## config.mk

```make
export PLATFORM = sky130hd
export DESIGN_NAME = round_pack_pipe
export DESIGN_NICKNAME = d
export VERILOG_FILES = /design/src/rtl/round_pack_pipe_pkg.sv /design/src/rtl/round_pack_pipe_inc.sv /design/src/rtl/round_pack_pipe.sv
export SDC_FILE = /design/constraint.sdc
export NUM_CORES = 1
export LEC_CHECK = 0
export ABC_AREA = 1
export BUFFER_PORTS_ARGS = -buffer_cell sky130_fd_sc_hd__buf_2
export CORE_MARGIN = 1.5
export CORE_UTILIZATION = 54
export CTS_CLUSTER_SIZE = 8
export DETAILED_ROUTE_END_ITERATION = 8
export GPL_TIMING_DRIVEN = 0
export PLACE_DENSITY_LB_ADDON = 0.25
export SETUP_SLACK_MARGIN = 0.1
export SLEW_MARGIN = 20
export SYNTH_ARGS = -nofsm -noshare
export SYNTH_HDL_FRONTEND = slang
export SYNTH_HIERARCHICAL = 1
export SYNTH_SLANG_ARGS = --single-unit
```

## constraint.sdc

```tcl
create_clock -name clk -period 3.5 [get_ports clk]
set_clock_uncertainty 0.2 [all_clocks]
set_input_delay 1.05 -clock clk [delete_from_list [all_inputs] [get_ports clk]]
set_output_delay 1.05 -clock clk [all_outputs]
set_load 0.02 [all_outputs]
```

## src/rtl/round_pack_pipe_pkg.sv

```systemverilog
// round_pack_pipe_pkg: shared types and constants for the FP32 round/pack pipeline.
// Latency: n/a (package). Backpressure: n/a.
// Contents: rounding-mode enum, exponent/fraction constants, IEEE single field struct.
package round_pack_pipe_pkg;

  typedef enum logic [1:0] {
    RM_RNE = 2'b00,  // round to nearest, ties to even
    RM_RZ  = 2'b01,  // round toward zero
    RM_RUP = 2'b10,  // round toward +inf
    RM_RDN = 2'b11   // round toward -inf
  } rnd_mode_e;

  localparam int EXP_MAX = 255;
  localparam int BIAS    = 127;
  localparam int FRAC_W  = 23;
  localparam int EXP_W   = 10;

  typedef struct packed {
    logic              sign;
    logic [7:0]        exp;
    logic [FRAC_W-1:0] frac;
  } ieee_single_t;

  // Magnitudes (sign excluded) used when an overflow is resolved.
  localparam logic [30:0] MAG_INF        = 31'h7F80_0000;
  localparam logic [30:0] MAG_MAX_FINITE = 31'h7F7F_FFFF;

endpackage

```

## src/rtl/round_pack_pipe_inc.sv

```systemverilog
// round_inc: decides whether the truncated mantissa is incremented by one ulp.
// Latency: combinational. Backpressure: none (pure function of its inputs).
// Ports: rnd_mode/sign/lsb/guard/sticky in, inc out.
// Build option: ROUND_MODES_EN enables RZ/RUP/RDN; otherwise rnd_mode and sign are
// ignored and round-to-nearest-even is always applied.
module round_inc
  import round_pack_pipe_pkg::*;
(
  input  logic [1:0] rnd_mode,
  input  logic       sign,
  input  logic       lsb,
  input  logic       guard,
  input  logic       sticky,
  output logic       inc
);

`ifdef ROUND_MODES_EN
  always_comb begin
    inc = 1'b0;
    case (rnd_mode_e'(rnd_mode))
      RM_RNE:  inc = guard & (sticky | lsb);
      RM_RZ:   inc = 1'b0;
      RM_RUP:  inc = !sign & (guard | sticky);
      RM_RDN:  inc = sign & (guard | sticky);
      default: inc = 1'b0;
    endcase
  end
`else
  // Mode and sign do not influence nearest-even rounding.
  logic w_unused_mode;
  assign w_unused_mode = ^{rnd_mode, sign};
  assign inc = guard & (sticky | lsb);
`endif

endmodule

```

## src/rtl/round_pack_pipe.sv

```systemverilog
// round_pack_pipe: rounds a normalized FP32 product and packs it with exception flags.
// Latency: 2 cycles (S1 round, S2 exponent adjust/exceptions/pack); 1 result/cycle.
// Backpressure: valid/ready; both stages hold while out_ready is low, in_ready = !s1_vld | s1_adv.
// Ports: clk, rst (sync, active-high); in_valid/in_ready + sign, norm_exponent[9:0],
//   norm_mantissa[22:0], guard, sticky, rnd_mode[1:0]; out_valid/out_ready + result[31:0],
//   overflow, underflow, inexact.
// Build option: ROUND_MODES_EN honours RZ/RUP/RDN (including max-finite overflow results).
module round_pack_pipe
  import round_pack_pipe_pkg::*;
(
  input  logic              clk,
  input  logic              rst,
  input  logic              in_valid,
  output logic              in_ready,
  input  logic              sign,
  input  logic [EXP_W-1:0]  norm_exponent,
  input  logic [FRAC_W-1:0] norm_mantissa,
  input  logic              guard,
  input  logic              sticky,
  input  logic [1:0]        rnd_mode,
  output logic              out_valid,
  input  logic              out_ready,
  output logic [31:0]       result,
  output logic              overflow,
  output logic              underflow,
  output logic              inexact
);

  // ---------------- handshake ----------------
  logic w_s1_adv;
  logic w_inc;
  logic [FRAC_W+1:0] w_sum;

  logic              r_s1_vld;
  logic              r_s1_sign;
  logic              r_s1_inx;
  logic [EXP_W-1:0]  r_s1_exp;
  logic [FRAC_W+1:0] r_s1_sum;
`ifdef ROUND_MODES_EN
  logic [1:0]        r_s1_mode;
`endif

  logic              r_s2_vld;
  ieee_single_t      r_s2_res;
  logic              r_s2_ovf;
  logic              r_s2_unf;
  logic              r_s2_inx;

  assign w_s1_adv = !r_s2_vld | out_ready;
  assign in_ready = !r_s1_vld | w_s1_adv;

  // ---------------- S1: round ----------------
  round_inc u_round_inc (
    .rnd_mode (rnd_mode),
    .sign     (sign),
    .lsb      (norm_mantissa[0]),
    .guard    (guard),
    .sticky   (sticky),
    .inc      (w_inc)
  );

  // {carry, hidden 1, fraction} + inc; bit 24 set means the mantissa rolled over to 2.0.
  assign w_sum = {2'b01, norm_mantissa} + {{(FRAC_W+1){1'b0}}, w_inc};

  always_ff @(posedge clk) begin
    if (rst) begin
      r_s1_vld  <= 1'b0;
      r_s1_sign <= 1'b0;
      r_s1_inx  <= 1'b0;
      r_s1_exp  <= '0;
      r_s1_sum  <= '0;
`ifdef ROUND_MODES_EN
      r_s1_mode <= 2'b00;
`endif
    end else if (in_ready) begin
      r_s1_vld <= in_valid;
      if (in_valid) begin
        r_s1_sign <= sign;
        r_s1_inx  <= guard | sticky;
        r_s1_exp  <= norm_exponent;
        r_s1_sum  <= w_sum;
`ifdef ROUND_MODES_EN
        r_s1_mode <= rnd_mode;
`endif
      end
    end
  end

  // ---------------- S2: exponent adjust, exceptions, pack ----------------
  logic [EXP_W-1:0] w_exp_adj;
  logic             w_ovf;
  logic             w_unf;
  logic             w_ovf_to_max;
  ieee_single_t     w_pack;
  logic             w_inx;

  // 10-bit wrap is intentional: an exponent of 511 plus carry becomes negative.
  assign w_exp_adj = r_s1_sum[FRAC_W+1] ? r_s1_exp + 10'd1 : r_s1_exp;
  assign w_ovf     = !w_exp_adj[EXP_W-1] && (w_exp_adj >= EXP_W'(EXP_MAX));
  assign w_unf     = w_exp_adj[EXP_W-1] || (w_exp_adj == '0);

`ifdef ROUND_MODES_EN
  // Directed modes that round away from infinity saturate to the largest finite value.
  always_comb begin
    w_ovf_to_max = 1'b0;
    case (rnd_mode_e'(r_s1_mode))
      RM_RZ:   w_ovf_to_max = 1'b1;
      RM_RUP:  w_ovf_to_max = r_s1_sign;
      RM_RDN:  w_ovf_to_max = !r_s1_sign;
      default: w_ovf_to_max = 1'b0;
    endcase
  end
`else
  assign w_ovf_to_max = 1'b0;
`endif

  always_comb begin
    w_pack.sign = r_s1_sign;
    w_pack.exp  = w_exp_adj[7:0];
    w_pack.frac = r_s1_sum[FRAC_W+1] ? '0 : r_s1_sum[FRAC_W-1:0];
    w_inx       = r_s1_inx;
    if (w_ovf) begin
      {w_pack.exp, w_pack.frac} = w_ovf_to_max ? MAG_MAX_FINITE : MAG_INF;
      w_inx = 1'b1;
    end else if (w_unf) begin
      // Flush to signed zero; denormals are not produced.
      w_pack.exp  = '0;
      w_pack.frac = '0;
      w_inx       = 1'b1;
    end
  end

  always_ff @(posedge clk) begin
    if (rst) begin
      r_s2_vld <= 1'b0;
      r_s2_res <= '0;
      r_s2_ovf <= 1'b0;
      r_s2_unf <= 1'b0;
      r_s2_inx <= 1'b0;
    end else if (w_s1_adv) begin
      r_s2_vld <= r_s1_vld;
      if (r_s1_vld) begin
        r_s2_res <= w_pack;
        r_s2_ovf <= w_ovf;
        r_s2_unf <= w_unf & !w_ovf;
        r_s2_inx <= w_inx;
      end
    end
  end

  assign out_valid = r_s2_vld;
  assign result    = r_s2_res;
  assign overflow  = r_s2_ovf;
  assign underflow = r_s2_unf;
  assign inexact   = r_s2_inx;

endmodule

```

==> results of run 1 <==
## where the power goes
group          internal (mW)  total [mW]  leakage [nW]  switching, mW
clock network          0.344       0.657         0.102          0.313
logic                  0.106       0.301          1.42          0.194
registers              0.878       0.908         0.600         0.0294
total                   1.33        1.87          2.12          0.537
## stage by stage
step / area, um^2 / setup WS, ps
final: 4349 / 506.7
after global routing: 4349 / 154.6
after CTS: 4349 / 504.1
after detailed placement: 4154 / 134.8
after global placement: 4154 / 196.3
after floorplan: 3677 / 549.2
## final timing paths
| check | slack (ps) | cells after the start | to |
|---|---|---|---|
| setup / recovery | 510 | 13 | r_s1_sum[18] |
| hold / removal | 260 | 2 | result[11] |
| setup reg to reg | 1250 | 13 | result[29] |
| hold reg to reg | 260 | 2 | result[11] |
## registers in the layout, summed over array words and instances (netlist names)
register	flops
r_s1_sum	24
underflow	1
r_s1_sign	1
r_s1_inx	1
result	32
overflow	1
r_s1_vld	1
inexact	1
out_valid	1
r_s1_exp	10
## metal layers
layer / global-route usage (%) / wire length [um] / share of wire [%] / vias to the layer above
li1: - / - / - / 1958
met1: 37.73 / 4636 / 50 / 1585
met2: 40.01 / 4040 / 43 / 120
met3: 3.080 / 545 / 5.8 / 9
met4: 8.944 / 109 / 1.2 / 0
met5: 0 / 0 / 0 / -
## worst reg2reg max path, cell delays in order, from the launching register on
cell	delay, ps
dfxtp_1	390
ha_1	210
nand2_2	100
nor2_4	160
nand3_1	80
nand2_1	150
nand2_1	70
nor2_1	140
nand2_2	70
nand2_2	110
buf_6	160
nor2_1	40
o21ai_0	190
inv_1	70
## logic make-up (layout without fill, tap and decap cells)
| kind of cell | after synthesis | in the layout | synth area share [%] |
|---|---|---|---|
| compound gates | 91 | 91 | 12.83 |
| xor+xnor | 16 | 16 | 3.811 |
| fa+ha+maj | 3 | 3 | 1.021 |
| buf+inv | 84 | 176 | 9.255 |
| flops | 73 | 73 | 39.74 |
| simple gates | 292 | 292 | 33.34 |
## final cells by class
| class | instances | area share (%) |
|---|---|---|
| clock buffers | 10 | 3.165 |
| clock inverters | 6 | 1.323 |
| flip-flops and latches | 73 | 33.60 |
| repair buffers | 76 | 8.746 |
| plain buffers | 26 | 2.819 |
| inverters | 58 | 5.006 |
| well taps | 77 | 2.215 |
| multi-input cells | 402 | 43.12 |
## placed cells by master (no fill, tap or decap), types with 4 or more instances in the layout
| cell | count |
|---|---|
| buf_2 | 78 |
| nand3_1 | 49 |
| dfxtp_1 | 73 |
| o21ai_0 | 42 |
| o211ai_1 | 4 |
| nor2_1 | 101 |
| xnor2_1 | 7 |
| nor3_1 | 5 |
| buf_1 | 4 |
| clkbuf_8 | 10 |
| clkbuf_1 | 17 |
| xor2_1 | 9 |
| nand2_2 | 5 |
| nand2_1 | 115 |
| a21oi_1 | 43 |
| clkinv_2 | 4 |
| nand4_1 | 8 |
| inv_1 | 57 |
==> results.toml, run 1 <==
[logic_synthesis]
ys_seq_elements = 73
synth_warnings = 6
yosysMostFrequentCell = "nand2_1"
synth_cells = 559
syn_nets = 604
synthArstFlopShare_pct = 0
yosys-top-cells-count = "nand2_1, nor2_1, dfxtp_1"
synth.largest_area_cell = "dfxtp_1"
synthTopCellsByArea = "dfxtp_1, nand2_1, nor2_1"
post_synth_instance_area_um2 = 3677
syn_area_per_cell_um2 = 6.578
ys_seq_area_share_pct = 39.74
synthFlopType = "dfxtp_1"
synth_top_area_share_pct = 39.74
synthDistinctLibCells = 26
synth_edf_count = 0

[final_layout]
seqCellArea_um2 = 1461
n_fill_cell = 594
drive_gt1_share_pct = 16.74
layout.nets = 691
area_growth_pct = 18.27
diodes = 0
multi_input_area_um2 = 1876
layout.cells.non_filler = 728
final_core_util_pct = 67.34

[floorplanning]
core_um2 = 6459
die_h_um = 85.52
start_util_pct = 56.94
rows = 29
die_area_um2 = 7314
die_w_um = 85.52
io_pins = 79

[worst_setup_path]
worstPathCellList = "buf_2, inv_1, nor2_1, ha_1, ha_1, nand3_1, nor3_1, nand3_1, nor2_1, nand3_1, xnor2_1, o21ai_0, inv_1"
slowest_delay_ps = 360
critPathLaunchType = "primary input"
path_class = "primary input to flop"
critPathArrivalTime_ps = 3030
cp_num_buf_inv = 3
worst-endpoint-required_ps = 3530
cp-end-kind = "flop"
crit_fanout = 3
cp-startpoint = "guard"
crit_top_cell = "nand3_1"
crit_slowest_cell = "nor3_1"
r2r-start = "r_s1_exp[0]"
path_delay_family = "simple AND/OR/NAND/NOR gates"

[flow_run]
max_cap_violations = 0

[place]
numPortBuffers = 76
place_inst = 712
gp_congestion = 0.8684
hpwl_um = 7172

[timing]
period_minus_slack_ps = 2993
holdWs_ps = 261.1
slew-limit-headroom_pct = 61.90
tightest_slew_ps = 571.5
fin_crit_sh_pct = 85.52
fin_tns_setup_ps = 0
max_freq_mhz = 334.1
rsz0062_at_grt = "false"
hold_viol = 0
maxSlewViolCount = 0
setup_viol = 0

[outcome]
violations = "DRC"
outcome = "finished, violations left"

[route]
drc = 5
via_count = 3672
wire_per_inst_um = 12.82
drt_iter0_markers = 277
drt-pass1-iter-count = 7
via_per_inst = 5.044
ant_nets = 0
wirelength_um = 9331

[cts]
holdBufCountCts = 0
clk_pin_slew_ps = 70
cts_buffer_depth = 2
h-tree-depth = 3
cts_tree = "done"
cts_root_buffer = "clkbuf_8"
cts_setup_buffers = 0
ctsResizeCount = 0
clock_latency_ps = 350
cts_buffers = 9
cts_sinks = 73

[global_routing]
grt_pass1_wl_um = 15080
grt_max_degree = 13
grt_pass1_vias = 3296
track_usage_pct = 25.94
antenna_found_initial = 0
grt_overflow = 0

[pwr]
p_leak_nw = 2.123
p_per_area_nw_per_um2 = 428.8
ir_worst_vdd_mv = 0.2563
p_total_mw = 1.865

[min_path]
worstHoldStart = "result[11]"
hold_path_class = "flop to flop"
No activity file was read; power rests on OpenSTA's default activity.
==> run 2, diff against run 1 <==
--- a/config.mk
+++ b/config.mk
@@ -8,7 +8,7 @@
 export ABC_AREA = 1
 export BUFFER_PORTS_ARGS = -buffer_cell sky130_fd_sc_hd__buf_2
 export CORE_MARGIN = 1.5
-export CORE_UTILIZATION = 54
+export CORE_UTILIZATION = 59
 export CTS_CLUSTER_SIZE = 8
 export DETAILED_ROUTE_END_ITERATION = 8
 export GPL_TIMING_DRIVEN = 0
==> constraint.sdc (replaced) <==
create_clock -name clk -period 3.7 [get_ports clk]
set_clock_uncertainty 0.2 [all_clocks]
set_input_delay 1.11 -clock clk [delete_from_list [all_inputs] [get_ports clk]]
set_output_delay 1.11 -clock clk [all_outputs]
set_load 0.02 [all_outputs]
==> results.toml, run 2 (synthesis results as in run 1) <==
[cts]
clock_latency_ps = 360
cts_setup_buffers = 0
holdBufCountCts = 0
cts_buffer_depth = 2
cts_sinks = 73
h-tree-depth = 3
cts_root_buffer = "clkbuf_8"
clk_pin_slew_ps = 70
ctsResizeCount = 0
cts_tree = "done"
cts_buffers = 9

[global_routing]
grt_pass1_vias = 3191
track_usage_pct = 28.56
grt_overflow = 0
grt_max_degree = 14
antenna_found_initial = 0
grt_pass1_wl_um = 14640

[timing]
period_minus_slack_ps = 3081
fin_crit_sh_pct = 83.28
rsz0062_at_grt = "false"
hold_viol = 0
tightest_slew_ps = 573.0
slew-limit-headroom_pct = 61.80
fin_tns_setup_ps = 0
setup_viol = 0
maxSlewViolCount = 0
holdWs_ps = 260.5
max_freq_mhz = 324.5

[route]
via_per_inst = 5.179
drc = 0
drt-pass1-iter-count = 8
drt_iter0_markers = 202
wire_per_inst_um = 12.56
wirelength_um = 9119
via_count = 3760
ant_nets = 0

[final_layout]
layout.nets = 691
diodes = 0
area_growth_pct = 19.50
final_common_cell = "nand2_1"
final_cell_mix = "nand2_1, nor2_1, buf_2"
largest_register_ffs = 32
final_core_util_pct = 73.78
drive_gt1_share_pct = 16.59

[pwr]
power_switching_mw = 0.5203
ir_worst_vdd_mv = 0.2668
p_per_area_nw_per_um2 = 433.1
clockPowerShare_pct = 40.0
p_comb_share_pct = 15.0
intPower_mw = 1.383
p_total_mw = 1.903
seqPwrFrac_pct = 45.1
p_leak_nw = 2.138
switching_share_pct = 27.34

[floorplanning]
io_pins = 79
die_area_um2 = 6715
rows = 28
die_h_um = 81.95
die_w_um = 81.95
start_util_pct = 61.74
core_um2 = 5956

[flow_run]
max_cap_violations = 0

[outcome]
outcome = "finished, final reports clean"

[worst_setup_path]
critPathLaunchType = "primary input"
crit_fanout = 3
worst-endpoint-required_ps = 3740
slowest_delay_ps = 340
critPathArrivalTime_ps = 3130
path_class = "primary input to flop"
crit_slowest_cell = "nor3_1"
worstPathCellList = "buf_2, inv_1, nor2_1, ha_1, ha_1, nand3_1, nor3_1, nand3_1, nor2_1, nand3_1, xnor2_1, o21ai_0, inv_1"
cp-end-kind = "flop"
crit_top_cell = "nand3_1"

[min_path]
hold_path_class = "flop to flop"

[place]
numPortBuffers = 76
gp_congestion = 0.8706
hpwl_um = 6875
[run 2: cell count changes in the layout (fill, tap and decap cells not counted)]
cell / delta
inv_6: +1
clkinv_2: -4
clkinv_4: +1
clkbuf_1: +1
bufinv_16: +2
clkbuf_8: -1
[run 2: metrics by stage]
stage / setup slack [ps] / std cells / instance area [um^2]
finish: 618.7 / 726 / 4394
global placement: 334.2 / 710 / 4151
floorplan: 689.2 / 559 / 3677
CTS: 649.8 / 726 / 4394
global route: 349.3 / 726 / 4394
detailed placement: 293.1 / 710 / 4151
[run 2: power by group through the flow]
stage	Combinational, mW	Sequential, mW	Clock, mW
finish	0.285	0.857	0.761
global route	0.320	0.863	0.797
CTS	0.281	0.857	0.762
detailed placement	0.278	0.875	0
global placement	0.273	0.873	0
floorplan	0.169	0.890	0
[run 2: cell type report]
class,count,area [um^2]
sequential,73,1461
timing repair buffer,76,380.4
tap,75,93.84
multi-input combinational,402,1876
clock inverter,6,115.1
fill,508,1562
clock buffer,10,127.6
buffer,26,122.6
inverter,58,217.7
[run 2: routing by layer]
layer	vias up	share of wire, %	track usage [%]
li1	1957	-	-
met1	1647	51	41.04
met2	141	41	42.13
met3	15	5.7	4.444
met4	0	2.2	12.20
met5	-	0	0
[run 2: worst max-delay path, delay by kind of cell]
family                   cells  cell delay, ps
XOR/XNOR                     1             160
AND/OR/NAND/NOR              6            1150
buffers and inverters        3             160
adder cells (fa/ha/maj)      2             360
AO/OA/AOI/OAI                1             160
[run 2: path summary, 6_finish.rpt]
kind | depth (start not counted) | end | slack (ps) | startpoint
setup / recovery | 13 | r_s1_sum[18] | 620 | guard
hold / removal | 2 | result[5] | 260 | result[5]
setup reg to reg | 7 | result[18] | 1500 | out_valid
hold reg to reg | 2 | result[5] | 260 | result[5]
==> run 3, diff against run 2 <==
--- a/config.mk
+++ b/config.mk
@@ -5,10 +5,10 @@
 export SDC_FILE = /design/constraint.sdc
 export NUM_CORES = 1
 export LEC_CHECK = 0
-export ABC_AREA = 1
+export ABC_AREA = 0
 export BUFFER_PORTS_ARGS = -buffer_cell sky130_fd_sc_hd__buf_2
 export CORE_MARGIN = 1.5
-export CORE_UTILIZATION = 59
+export CORE_UTILIZATION = 49
 export CTS_CLUSTER_SIZE = 8
 export DETAILED_ROUTE_END_ITERATION = 8
 export GPL_TIMING_DRIVEN = 0
==> constraint.sdc (replaced) <==
create_clock -name clk -period 2.8 [get_ports clk]
set_clock_uncertainty 0.2 [all_clocks]
set_input_delay 0.84 -clock clk [delete_from_list [all_inputs] [get_ports clk]]
set_output_delay 0.84 -clock clk [all_outputs]
set_load 0.02 [all_outputs]
==> results.toml, run 3 <==
[outcome]
outcome = "finished, final reports clean"

[cts]
cts_tree = "done"
cts_root_buffer = "clkbuf_8"
clk_pin_slew_ps = 70
cts_buffer_depth = 2
cts_sinks = 73
holdBufCountCts = 0
cts_buffers = 9
clock_latency_ps = 340
h-tree-depth = 3

[global_routing]
grt_overflow = 0
track_usage_pct = 22.32
grt_pass1_wl_um = 13390
grt_max_degree = 12
grt_pass1_vias = 2907
antenna_found_initial = 0

[logic_synthesis]
post_synth_instance_area_um2 = 3546
yosys.area_share.simple_pct = 27.77
synthDistinctLibCells = 46
synth.area.mux_share_pct = 0.5646
synth_top_family_by_area = "simple AND/OR/NAND/NOR gates"
synthArstFlopShare_pct = 0
synthFlopType = "dfxtp_1"
synth_warnings = 6
yosys-top-cells-count = "dfxtp_1, nand2_1, nor2_1"
yosysMostFrequentCell = "dfxtp_1"
syn_area_per_cell_um2 = 8.586
synth_fa_ha_area_share_pct = 1.059
synth_edf_count = 0
synth_top_area_share_pct = 41.21
synth_cells = 413
synth.largest_area_cell = "dfxtp_1"
synthXorXnorAreaFrac_pct = 7.163
syn_nets = 458
ys_seq_elements = 73
ys_seq_area_share_pct = 41.21
synth_compound_gate_area_share_pct = 17.78
synthTopCellsByArea = "dfxtp_1, a211oi_1, o21ai_2"

[worst_setup_path]
cp-end-kind = "primary output"
critPathArrivalTime_ps = 1550
critPathLaunchType = "primary input"
r2r-start = "r_s1_exp[0]"
worst-endpoint-required_ps = 1760
path_class = "primary input to primary output"
reg2reg_depth = 8
crit_fanout = 5
crit_slowest_cell = "nor2b_1"
slowest_delay_ps = 280
worstPathCellList = "buf_2, nor2b_1, nand2_1, buf_2"
crit_top_cell = "buf_2"
cp-startpoint = "out_ready"

[place]
hpwl_um = 6179
placed_area_um2 = 4041
gp_congestion = 0.7965
place_inst = 584
numPortBuffers = 75

[final_layout]
drive_gt1_share_pct = 26.79
area_growth_pct = 20.99
final_cell_mix = "buf_2, dfxtp_1, nand2_1"
layout.nets = 545
diodes = 0
largest_register_ffs = 32
final_common_cell = "buf_2"
multi_input_area_um2 = 1971
n_fill_cell = 682
final_area_um2 = 4290
final_core_util_pct = 62.12
seqCellArea_um2 = 1464
layout.cells.non_filler = 600

[pwr]
p_per_area_nw_per_um2 = 526.9
p_leak_nw = 1.721
p_total_mw = 2.260
p_comb_share_pct = 14.0
seqPwrFrac_pct = 49.7
power_switching_mw = 0.5868
intPower_mw = 1.674
ir_worst_vdd_mv = 0.2407
switching_share_pct = 25.96
clockPowerShare_pct = 36.3

[route]
ant_nets = 0
via_count = 3120
drc = 0
via_per_inst = 5.200
drt-pass1-iter-count = 4
drt_iter0_markers = 147
wire_per_inst_um = 13.46
wirelength_um = 8075

[timing]
rsz0062_at_grt = "false"
period_minus_slack_ps = 2589
setup_viol = 0
holdWs_ps = 258.4
slew-limit-headroom_pct = 66.51
fin_crit_sh_pct = 92.45
maxSlewViolCount = 0
tightest_slew_ps = 502.3
hold_viol = 0
max_freq_mhz = 386.3

[min_path]
whs_path_depth = 2
worstHoldStart = "result[31]"
hold_path_class = "flop to flop"

[flow_run]
max_cap_violations = 0

[floorplanning]
start_util_pct = 51.34
die_h_um = 88.07
die_area_um2 = 7755
core_um2 = 6907
die_w_um = 88.07
rows = 30
io_pins = 79
[run 3: cell count changes in the layout (fill, tap and decap cells not counted), sizes merged, moves of 5 or more]
cell / change
a211oi: +25
nand3b: +23
a21oi: -19
nor2: -63
nand2: -74
o21ai: -14
or3: +5
nand2b: +27
xnor2: +8
inv: -55
xor2: +5
nand3: -39
[run 3: path summary, 6_finish.rpt]
kind                      to  slack, ps
hold / removal    result[31]        260
hold reg to reg   result[31]        260
setup / recovery    in_ready        210
setup reg to reg   result[2]        220
[run 3: area by class of cell]
type                       instances  share of cell area (%)
buffer                            29                   3.325
clock buffer                      12                   3.616
clock inverter                     3                  0.9332
inverter                           4                  0.3500
multi-input combinational        307                   45.93
sequential                        73                   34.12
tap                               96                   2.800
timing repair buffer              76                   8.924
[run 3: metal layers]
metal  vias to the layer above  track usage, %  part of all wire [%]
met5                         -               0                     0
met4                         0           8.523                   1.1
met3                         7           3.205                   4.0
met2                        64           36.43                    47
met1                      1432           29.91                    48
li1                       1617               -                     -
[run 3: cell families after synthesis]
family                   after synthesis
AO/OA/AOI/OAI                         90
XOR/XNOR                              29
adder cells (fa/ha/maj)                3
buffers and inverters                 33
flip-flops                            73
multiplexers                           2
AND/OR/NAND/NOR                      183
[run 3: power groups by stage]
stage	registers (mW)	logic [mW]	clock network [mW]
2_1_floorplan	1.16	0.185	0
3_3_place_gp	1.15	0.304	0
3_5_place_dp	1.15	0.311	0
4_1_cts	1.12	0.314	0.836
5_1_grt	1.13	0.353	0.885
6_report	1.12	0.316	0.819
[run 3: timing repair]
action,4_1_cts,5_1_grt
setup buffers,0,1
endpoints found under the setup margin,26,29
gates resized for setup,5,8
pin swaps,0,1
cloned,0,0
[run 3: per-stage QoR]
| step | setup TNS (ps) | setup WS (ps) |
|---|---|---|
| global placement | -6373 | -262.8 |
| floorplan | 0 | 124.6 |
| global route | 0 | 99.03 |
| finish | 0 | 211.3 |
| detailed placement | -7062 | -321.6 |
| CTS | 0 | 117.0 |
[run 3: worst max-delay path, delay by kind of cell]
kind	cells	cell delay (ps)
buf+inv	2	280
simple gates	2	420
